`src/rtl/stall_ctrl_pkg.sv`:
```
// Shared encodings and constants for the pipeline stall controller.
package stall_ctrl_pkg;

  // Tuse/Tnew encoding: cycles until use/availability, TNone = not used.
  typedef enum logic [1:0] {
    T0    = 2'd0,
    T1    = 2'd1,
    T2    = 2'd2,
    TNone = 2'd3
  } t_stage_e;

  localparam int unsigned MD_CNT_W    = 4;
  localparam int unsigned MULT_CYCLES = 5;
  localparam int unsigned DIV_CYCLES  = 10;

  // A read of src at tuse collides with a pending write to dst ready only at tnew.
  function automatic logic raw_hazard(input logic [4:0] src, input logic [4:0] dst,
                                      input logic [1:0] tuse, input logic [1:0] tnew);
    return (src != 5'd0) && (src == dst) && (tuse != TNone) && (tnew > tuse);
  endfunction

endpackage

```
`src/rtl/md_busy_counter.sv`:
```
// Mult/div busy countdown: loads the unit latency on an accepted start, counts to zero.
module md_busy_counter
  import stall_ctrl_pkg::*;
(
  input  logic                clk,
  input  logic                reset,
  input  logic                start,
  input  logic                is_div,
  output logic                busy,
  output logic [MD_CNT_W-1:0] count
);

  localparam logic [MD_CNT_W-1:0] MultLoad = MD_CNT_W'(MULT_CYCLES);
  localparam logic [MD_CNT_W-1:0] DivLoad  = MD_CNT_W'(DIV_CYCLES);

  logic [MD_CNT_W-1:0] count_d, count_q;

  // A start seen while already counting is dropped, not queued.
  always_comb begin
    count_d = count_q;
    if (count_q != '0) begin
      count_d = count_q - 1'b1;
    end else if (start) begin
      count_d = is_div ? DivLoad : MultLoad;
    end
  end

  always_ff @(posedge clk) begin
    if (reset) begin
      count_q <= '0;
    end else begin
      count_q <= count_d;
    end
  end

  assign busy  = (count_q != '0) | start;
  assign count = count_q;

endmodule

```
`src/rtl/stall_ctrl.sv`:
```
// Hazard/mult-div stall controller. Define STALL_PERF_CNT_EN to add the stall_cycles counter.
module stall_ctrl
  import stall_ctrl_pkg::*;
(
  input  logic        clk,
  input  logic        reset,
  input  logic [4:0]  rs_D,
  input  logic [4:0]  rt_D,
  input  logic [1:0]  tuse_rs,
  input  logic [1:0]  tuse_rt,
  input  logic [4:0]  a3_E,
  input  logic [4:0]  a3_M,
  input  logic [1:0]  tnew_E,
  input  logic [1:0]  tnew_M,
  input  logic        md_start_E,
  input  logic        md_is_div_E,
  input  logic        md_use_D,
  output logic        stall,
  output logic        pc_en,
  output logic        d_en,
  output logic        e_flush,
  output logic        md_busy
`ifdef STALL_PERF_CNT_EN
  ,
  output logic [31:0] stall_cycles
`endif
);

  logic                data_stall;
  logic                md_stall;
  logic                md_busy_w;
  logic [MD_CNT_W-1:0] md_count;
  logic                unused_md_count;

  md_busy_counter u_md_busy_counter (
    .clk   (clk),
    .reset (reset),
    .start (md_start_E),
    .is_div(md_is_div_E),
    .busy  (md_busy_w),
    .count (md_count)
  );

  assign unused_md_count = ^md_count;

  always_comb begin
    data_stall = raw_hazard(rs_D, a3_E, tuse_rs, tnew_E) |
                 raw_hazard(rs_D, a3_M, tuse_rs, tnew_M) |
                 raw_hazard(rt_D, a3_E, tuse_rt, tnew_E) |
                 raw_hazard(rt_D, a3_M, tuse_rt, tnew_M);
    md_stall   = md_use_D & md_busy_w;
    stall      = data_stall | md_stall;
    pc_en      = ~stall;
    d_en       = ~stall;
    e_flush    = stall;
    md_busy    = md_busy_w;
  end

`ifdef STALL_PERF_CNT_EN
  logic [31:0] stall_cycles_d, stall_cycles_q;

  // Free-running; wraps naturally at 2^32.
  always_comb begin
    stall_cycles_d = stall_cycles_q;
    if (stall) begin
      stall_cycles_d = stall_cycles_q + 32'd1;
    end
  end

  always_ff @(posedge clk) begin
    if (reset) begin
      stall_cycles_q <= '0;
    end else begin
      stall_cycles_q <= stall_cycles_d;
    end
  end

  assign stall_cycles = stall_cycles_q;
`endif

endmodule

```
`config.mk`:
```
export PLATFORM = sky130hd
export DESIGN_NAME = stall_ctrl
export DESIGN_NICKNAME = d
export VERILOG_FILES = /design/src/rtl/stall_ctrl_pkg.sv /design/src/rtl/md_busy_counter.sv /design/src/rtl/stall_ctrl.sv
export SDC_FILE = /design/constraint.sdc
export NUM_CORES = 1
export LEC_CHECK = 0
export ABC_AREA = 1
export ABC_CLOCK_PERIOD_IN_PS = 1450
export BUFFER_PORTS_ARGS = -buffer_cell sky130_fd_sc_hd__buf_4
export CAP_MARGIN = 20
export CORE_MARGIN = 2
export CORE_UTILIZATION = 47
export DETAILED_ROUTE_END_ITERATION = 7
export GPL_ROUTABILITY_DRIVEN = 0
export HOLD_SLACK_MARGIN = 0.15
export PLACE_DENSITY = 0.8
export SLEW_MARGIN = 20
export SYNTH_ARGS = -nofsm -noshare
export SYNTH_HDL_FRONTEND = slang
export SYNTH_HIERARCHICAL = 1
export SYNTH_SLANG_ARGS = --single-unit
```
`constraint.sdc`:
```
create_clock -name clk -period 1.45 [get_ports clk]
set_input_delay 0.145 -clock clk [delete_from_list [all_inputs] [get_ports clk]]
set_output_delay 0.145 -clock clk [all_outputs]
set_load 0.02 [all_outputs]
```
==> results of run 1 <==
[final timing paths]
check | endpoint | start | depth (start not counted) | slack [ps]
worst min register to register | u_md_busy_counter/count[2] | u_md_busy_counter/count[2] | 2 | 560
worst min-delay path | u_md_busy_counter/count[0] | md_start_E | 3 | 220
worst max register to register | u_md_busy_counter/count[1] | u_md_busy_counter/count[0] | 9 | 160
worst max-delay path | pc_en | u_md_busy_counter/count[0] | 7 | -9
[tightest hold or removal path, delay by kind of cell]
| kind | cells | cell delay [ps] |
|---|---|---|
| AOI/OAI and AO/OA | 2 | 160 |
| buffers and inverters | 1 | 100 |
[layer usage]
metal | part of all wire (%) | global-route usage [%]
met3 | 3.9 | 2.353
met4 | 0.57 | 6.857
met1 | 41 | 27.02
met5 | 0 | 0
met2 | 54 | 52.50
[cell type report]
class / instances / area share, %
clock buffers: 3 / 1.718
flip-flops and latches: 4 / 6.298
inverters: 37 / 10.78
multi-input cells: 115 / 53.44
repair buffers: 42 / 25.38
well taps: 25 / 2.385
[kinds of logic (layout without fill, tap and decap cells)]
group                      count (synthesis)  count (layout)  synth area share [%]
buffers and inverters                     39              82                 18.22
AOI/OAI and AO/OA                         11              11                 6.962
DFF                                        4               4                 9.482
and+or+nand+nor                           87              87                 43.70
xor gates and xnor gates                   8               8                 8.297
adders and majority gates                  9               9                 13.33
[timing repair]
item | CTS | global route
gates resized for setup | 9 | 10
buffers inserted | 3 | 1
pin swaps | 5 | 6
hold endpoints to repair | 1 | 0
hold buffers | 1 | 0
endpoints found under the setup margin | 4 | 4
gates cloned | 0 | 0
[layout by cell type (no fill, tap or decap), drive strengths merged]
cell type    netlist  routed
nor3               2       2
xor2               7       7
xnor2              1       1
nand3             14      14
ha                 9       9
nand4              3       3
dfxtp              4       4
a21oi              6       6
clkbuf             0       3
o21ai              5       5
nand2             47      47
nor2              21      21
dlygate4sd3        0       1
inv               37      37
buf                2      41
[report_power, final]
| group | internal, W | total [W] | switching [W] |
|---|---|---|---|
| Clock | 0.0000925 | 0.000137 | 0.0000448 |
| Sequential | 0.000167 | 0.000207 | 0.0000397 |
| Combinational | 0.000445 | 0.000943 | 0.000498 |
[stage by stage]
stage	area, um^2	setup TNS (ps)	worst slack (ps)	util, %
2_1_floorplan	872.1	-159.4	-102.1	-
3_3_place_gp	1162	-25.21	-12.74	68.06
3_5_place_dp	1162	-95.00	-48.39	68.06
4_1_cts	1260	-10.61	-5.956	73.77
5_1_grt	1311	-257.0	-90.35	76.78
6_report	1311	-18.27	-9.157	76.78
==> impl_metrics.json, run 1 <==
{
  "cp.arrival_ps": 1310,
  "syn_to_final_growth_pct": 55.26,
  "antenna_left": 0,
  "slew_headroom_pct": 88.63,
  "hold_class": "input port to flip-flop",
  "cts_buffers": 3,
  "die_w_um": 46.39,
  "p_total_w": 0.001287,
  "status": "finished, violations left",
  "ctsRootBufferMaster": "clkbuf_4",
  "htree_num_levels": 1,
  "power_density_mw_per_mm2": 981.8,
  "vias": 1096,
  "fin_cells": 226,
  "drive_gt1_share_pct": 35.32,
  "ys.flop_type": "dfxtp_1",
  "critical_path_buf_inv_count": 2,
  "synth_cell_types": 19,
  "fp.coreArea_mm2": 0.001708,
  "ys_ff_latch": 4,
  "vdd_drop_max_mv": 0.4571,
  "crit_slowest_cell": "dfxtp_2",
  "grt.total_usage_pct": 25.76,
  "ff_latch_area_um2": 82.58,
  "n_antenna_cell": 0,
  "leakage_nw": 0.7616,
  "post_drt_wl_per_cell_um": 10.94,
  "synth_most_common_cell": "nand2_1",
  "yosys.area.top_type": "nand2_1",
  "first_global_vias": 1038,
  "drt_iter0_drc": 27,
  "worstMarginPinSlew_ps": 170.0,
  "antenna_found_initial": 0,
  "wl_um": 2473,
  "insertion_delay_ps": 230,
  "fill_cells": 144,
  "finalHoldViolCount": 0,
  "slowest_delay_ps": 330,
  "critPathTopFamily": "simple AND/OR/NAND/NOR gates",
  "required_ps": 1310,
  "synth_warnings": 6,
  "min_period_ps": 1459,
  "synth_top_cells_by_count": "44 x nand2_1, 34 x inv_1, 20 x nor2_1",
  "synth.cell_area_um2": 844.6,
  "fin_nets": 245,
  "die-area_mm2": 0.002152,
  "violations": "setup timing",
  "holdWs_ps": 219.8,
  "start_util_pct": 49.45,
  "fin_ws_ps": -9.157,
  "path_class": "flip-flop to output port",
  "cts.clk_slew.worst_paths_ps": 30,
  "io-pin-count": 38,
  "fp.dieH_um": 46.39,
  "drc": 0,
  "grt_start_max_net_pins": 7,
  "avgSynthCellArea_um2": 5.345,
  "synth_edf_count": 0,
  "seq_area_frac_synth_pct": 9.481,
  "rows": 15,
  "cts.path.max_buffers": 2,
  "multi_input_comb_area_um2": 700.7,
  "place_hpwl_um": 1979,
  "cp-end-kind": "output port",
  "skew_ps": 5.121,
  "netlist_instances": 158,
  "synth.top_cells.by_area": "nand2_1 20%, inv_1 15%, ha_1 13%",
  "synth_top_area_share_pct": 19.56,
  "cts_tree": "built",
  "synthArstFlopShare_pct": 0,
  "maxSlewViolCount": 0,
  "setup_viol": 2,
  "syn_nets": 200,
  "largest_register_ffs": 4,
  "startpoint_type": "flip-flop",
  "fmaxAchievable_mhz": 685.3,
  "crit_top_cell": "nand2_2",
  "port_buffers": 37,
  "dp_cells": 218,
  "cts_num_sinks": 4,
  "worstPathCellList": "inv_2, ha_4, nand4_1, nand2_2, nand2_2, nor2_4, buf_6",
  "drtPass1Iterations": 5,
  "grt_pass1_wl_um": 4002,
  "vias_per_cell": 4.850,
  "drv_cap": 0,
  "rsz0062_at_grt": "true",
  "crit_path_max_fanout": 2,
  "period_share_pct": 100.6,
  "grt_overflow": 0
}
No activity file was read; power rests on OpenSTA's default activity.
==> inputs of run 2 (changes only) <==
Settings changed: CORE_UTILIZATION 47 to 40, PLACE_DENSITY 0.8 to 0.7.
==> run 2 against run 1 <==
  * The run now ends clean
  * Sequential power is 3% lower
  * Cell count is 0.44% higher
  * Fmax is 1.1% higher
  * Largest power group unchanged
  * Die area is 16% higher
  * Highest routed layer unchanged
  * Setup slack better by 16 ps
  * Global-route usage is 5.9 points lower
  * Wire length is 7.3% lower
  * Critical endpoint unchanged
  * Combinational power is 3.9% lower
  * Final area is 1.9% higher
  * Hold slack worse by 17 ps
  * Count of clock-buffer cells in the layout stayed put
  * Core utilization is 9.4 points lower
==> impl_metrics.json, run 2 (synthesis gave the netlist of run 1 again) <==
{
  "layout_common_cells": "42 x nand2_1, 36 x buf_4, 26 x inv_1, 20 x nor2_1, 11 x nand3_1",
  "worstMarginPinSlew_ps": 170.1,
  "min_period_ps": 1443,
  "vdd_drop_max_mv": 0.6274,
  "wl_um": 2292,
  "io-pin-count": 38,
  "drv_cap": 0,
  "cts_buffers": 3,
  "ctsRootBufferMaster": "clkbuf_4",
  "worstPathCellList": "inv_2, ha_4, nand4_1, nand2_2, nand2_2, nor2_4, buf_6",
  "grt_overflow": 0,
  "cts.path.max_buffers": 2,
  "rows": 16,
  "startpoint": "u_md_busy_counter/count[0]",
  "finalHoldViolCount": 0,
  "critPathTopFamily": "simple AND/OR/NAND/NOR gates",
  "p_total_w": 0.001252,
  "maxSlewViolCount": 0,
  "fmaxAchievable_mhz": 692.9,
  "dp_cells": 221,
  "vias": 1037,
  "fp.coreArea_mm2": 0.001982,
  "path_class": "flip-flop to output port",
  "worstReg2RegEnd": "u_md_busy_counter/count[0]",
  "hold_class": "input port to flip-flop",
  "largest_register_ffs": 4,
  "fin_nets": 244,
  "insertion_delay_ps": 240,
  "drc": 0,
  "critical_path_buf_inv_count": 2,
  "slew_headroom_pct": 88.57,
  "cp.arrival_ps": 1300,
  "cts.clk_slew.worst_paths_ps": 40,
  "cp-end-kind": "output port",
  "cts_num_sinks": 4,
  "dpl_cell_area_mm2": 0.001172,
  "syn_to_final_growth_pct": 58.22,
  "n_antenna_cell": 0,
  "crit_slowest_cell": "dfxtp_2",
  "fin_cells": 227,
  "htree_num_levels": 1,
  "vias_per_cell": 4.568,
  "path_depth": 7,
  "port_buffers": 37,
  "final_common_cell": "nand2_1",
  "fin_ws_ps": 6.814,
  "place_ws_ps": -64.28,
  "die_w_um": 49.95,
  "antenna_found_initial": 0,
  "reg2regPathDepth": 6,
  "skew_ps": 3.783,
  "period_share_pct": 99.53,
  "startpoint_type": "flip-flop",
  "first_global_vias": 999,
  "crit_path_max_fanout": 2,
  "grt_pass1_wl_um": 3870,
  "start_util_pct": 42.61,
  "setup_viol": 0,
  "power_density_mw_per_mm2": 936.6,
  "slowest_delay_ps": 320,
  "drt_iter0_drc": 26,
  "grt.total_usage_pct": 19.85,
  "antenna_left": 0,
  "holdWs_ps": 202.4,
  "grt_start_max_net_pins": 7,
  "drtPass1Iterations": 7,
  "post_drt_wl_per_cell_um": 10.10,
  "drive_gt1_share_pct": 37.50,
  "place_hpwl_um": 1925,
  "rsz0062_at_grt": "true",
  "reg2reg_slack_ps": 340,
  "fin_area_mm2": 0.001336,
  "required_ps": 1310,
  "status": "finished, final reports clean",
  "cts_tree": "built",
  "fp.dieH_um": 49.95,
  "leakage_nw": 0.7560,
  "die-area_mm2": 0.002495,
  "crit_top_cell": "nand2_2",
  "worstReg2RegStart": "u_md_busy_counter/count[0]",
  "critPathCapture": "pc_en"
}
==> run 2: cell count changes in the layout (fill, tap and decap cells not counted), sizes merged <==
cell,change
buf,-1
==> run 2: timing repair <==
action / CTS / global route
pin swaps: 5 / 11
hold endpoints to repair: 1 / 0
resized for setup: 6 / 19
hold buffers: 1 / 0
endpoints found under the setup margin: 4 / 4
setup buffers: 2 / 0
==> run 2: layout make-up <==
type,count,area [um^2]
clock buffer,3,22.52
fill,186,645.6
inverter,37,143.9
multi-input combinational,115,729.5
sequential,4,81.33
tap,27,33.78
timing repair buffer,41,325.3
==> run 2: power breakdown <==
group,total (W),switching [W],leakage [nW],internal [W]
registers,0.000201,0.0000361,0.0334,0.000165
clock network,0.000145,0.0000516,0.0138,0.0000930
logic,0.000906,0.000483,0.709,0.000423
==> run 2: layer usage <==
metal  share of wire [%]  global-route usage (%)
met2                  49                   37.78
met1                  45                   22.77
met3                 5.7                   1.515
met4                0.39                   6.944
met5                   0                       0
==> run 2: tightest hold or removal path, delay by kind of cell <==
family | cells | cell delay [ps]
AND/OR/NAND/NOR | 1 | 60
AO/OA/AOI/OAI | 1 | 50
buffers and inverters | 2 | 150
==> run 2: metrics by stage <==
stage	TNS, ps	utilization (%)
after floorplan	-159.4	-
after global placement	-10.40	59.15
after detailed placement	-128.0	59.15
after CTS	0	62.25
after global routing	-157.5	67.42
final	0	67.42
==> run 2: worst min path at each step <==
stage / cells past startpoint / end / from / slack (ps)
after global placement: 2 / u_md_busy_counter/count[2] / reset / 320
final: 4 / u_md_busy_counter/count[0] / md_start_E / 200
after CTS: 4 / u_md_busy_counter/count[0] / md_start_E / 190
after detailed placement: 2 / u_md_busy_counter/count[2] / reset / 320
after global routing: 3 / u_md_busy_counter/count[0] / md_start_E / 260
after floorplan: 1 / u_md_busy_counter/count[2] / reset / 220
==> inputs of run 3 (changes only) <==
Settings changed: BUFFER_PORTS_ARGS -buffer_cell sky130_fd_sc_hd__buf_4 to -buffer_cell sky130_fd_sc_hd__buf_2.
==> run 3 against run 2 <==
  * Count of clock-buffer cells in the layout unchanged
  * Hold slack better by 28 ps
  * Die area unchanged
  * Total power about the same
  * Flip-flop and latch count unchanged
  * Wire length down 0.35%
  * Setup slack worse by 1.0 ps
  * Critical endpoint unchanged
  * Highest routed layer is now met3
==> impl_metrics.json, run 3 (synthesis gave the netlist of run 1 again) <==
{
  "crit_slowest_cell": "dfxtp_1",
  "syn_to_final_growth_pct": 48.74,
  "critical_path_buf_inv_count": 2,
  "antenna_found_initial": 0,
  "cts.clk_slew.worst_paths_ps": 40,
  "insertion_delay_ps": 240,
  "status": "finished, final reports clean",
  "port_buffers": 37,
  "antenna_left": 0,
  "start_util_pct": 42.61,
  "slew_headroom_pct": 86.85,
  "period_share_pct": 99.60,
  "drc": 0,
  "cts_buffers": 3,
  "cts_tree": "built",
  "wl_um": 2284,
  "fin_nets": 245,
  "place_ws_ps": -72.49,
  "slowest_delay_ps": 310,
  "layout_common_cells": "43 x nand2_1, 31 x buf_2, 27 x inv_1, 20 x nor2_1, 12 x nand3_1",
  "crit_path_max_fanout": 2,
  "post_drt_wl_per_cell_um": 10.02,
  "io-pin-count": 38,
  "hp-start": "md_start_E",
  "startpoint_type": "flip-flop",
  "setup_viol": 0,
  "drv_cap": 0,
  "fp.dieH_um": 49.95,
  "tns_ps": 0,
  "fill_cells": 183,
  "vias_per_cell": 4.618,
  "grt_pass1_wl_um": 3774,
  "drt_iter0_drc": 20,
  "hold_class": "input port to flip-flop",
  "worstPathCellList": "inv_2, ha_4, nand4_1, nand2_2, nand2_2, nor2_4, buf_6",
  "worstMarginPinSlew_ps": 197.3,
  "htree_num_levels": 1,
  "grt_overflow": 0,
  "maxSlewViolCount": 0,
  "crit_top_cell": "nand2_2",
  "skew_ps": 5.557,
  "finalHoldViolCount": 0,
  "reg2regPathDepth": 9,
  "place_hpwl_um": 1806,
  "die-area_mm2": 0.002495,
  "worstHoldEndpoint": "u_md_busy_counter/count[0]",
  "largest_register_ffs": 4,
  "final_common_cell": "nand2_1",
  "grt.total_usage_pct": 19.21,
  "leakage_nw": 0.7304,
  "hold_depth": 3,
  "fmaxAchievable_mhz": 692.4,
  "min_period_ps": 1444,
  "cp.arrival_ps": 1300,
  "drtPass1Iterations": 4,
  "path_class": "flip-flop to output port",
  "fp.coreArea_mm2": 0.001982,
  "rows": 16,
  "critPathTopFamily": "simple AND/OR/NAND/NOR gates",
  "power_density_mw_per_mm2": 996.6,
  "vias": 1053,
  "die_w_um": 49.95,
  "ctsRootBufferMaster": "clkbuf_4",
  "first_global_vias": 970,
  "drive_gt1_share_pct": 36.32,
  "cts_num_sinks": 4,
  "cp-end-kind": "output port",
  "vdd_drop_max_mv": 0.7359,
  "worstReg2RegEnd": "u_md_busy_counter/count[3]",
  "reg2reg_slack_ps": 240,
  "required_ps": 1310,
  "worstReg2RegStart": "u_md_busy_counter/count[1]",
  "grt_start_max_net_pins": 7,
  "fin_ws_ps": 5.793,
  "rsz0062_at_grt": "true",
  "n_antenna_cell": 0,
  "cts.path.max_buffers": 2
}
==> run 3: cell count changes in the layout (fill, tap and decap cells not counted) <==
cell	change
buf_2	+31
buf_4	-30
inv_1	+1
inv_4	-1
nand2_1	+1
nand2_2	-1
nand3_1	+1
nand3_2	-1
==> run 3: worst register-to-register path: stages (launching register included) <==
cell and delay [ps]:
dfxtp_1 310, inv_2 80, ha_4 140, nand4_1 130
buf_4 170, buf_6 110, nand2_1 50, inv_1 40
nand2_1 60, inv_1 30
==> run 3: how the worst max path moves through the flow <==
stage | slack, ps | endpoint | start | cells after the start
6_report | 6 | pc_en | u_md_busy_counter/count[1] | 7
5_1_grt | -70 | d_en | u_md_busy_counter/count[1] | 7
4_1_cts | -9 | d_en | u_md_busy_counter/count[0] | 7
3_5_place_dp | -70 | d_en | tuse_rs[1] | 11
3_3_place_gp | -10 | pc_en | tuse_rs[1] | 11
2_1_floorplan | -100 | pc_en | u_md_busy_counter/count[1] | 7
==> run 3: layer usage <==
layer | GRT usage, % | up-vias | part of all wire (%)
met5 | 0 | - | 0
met4 | 2.778 | 0 | 0
met3 | 3.030 | 0 | 5.6
met2 | 37.33 | 35 | 50
met1 | 22.00 | 447 | 44
li1 | - | 571 | -
==> run 3: area by class of cell <==
type	count	area, um^2	share of cell area (%)
multi-input combinational	115	721.9	57.47
timing repair buffer	42	255.2	20.32
inverter	37	141.4	11.26
sequential	4	81.33	6.474
tap	27	33.78	2.689
clock buffer	3	22.52	1.793
==> run 3: report_power, final <==
group / switching, W / total, W / internal, W / leakage (nW)
clock: 0.0000486 / 0.000141 / 0.0000928 / 0.0138
sequential: 0.0000409 / 0.000206 / 0.000165 / 0.0334
combinational: 0.000488 / 0.000905 / 0.000417 / 0.683
==> run 3: metrics by stage <==
step	std cells	area [um^2]	total power (W)	util (%)	hold slack, ps
6_report	228	1256	0.001252	63.38	230.5
5_1_grt	228	1256	0.001365	63.38	272.7
4_1_cts	226	1160	0.001134	58.52	211.5
3_5_place_dp	220	1072	0.0009320	54.10	327.7
3_3_place_gp	220	1072	0.0009109	54.10	326.3
2_1_floorplan	158	872.1	0.0007714	-	223.4
==> run 3: repair_timing <==
action	CTS	global route
resized for setup	10	17
pin swaps	6	9
hold buffers	1	0
setup buffers	2	2
hold endpoints to repair	1	0
endpoints found under the setup margin	4	4
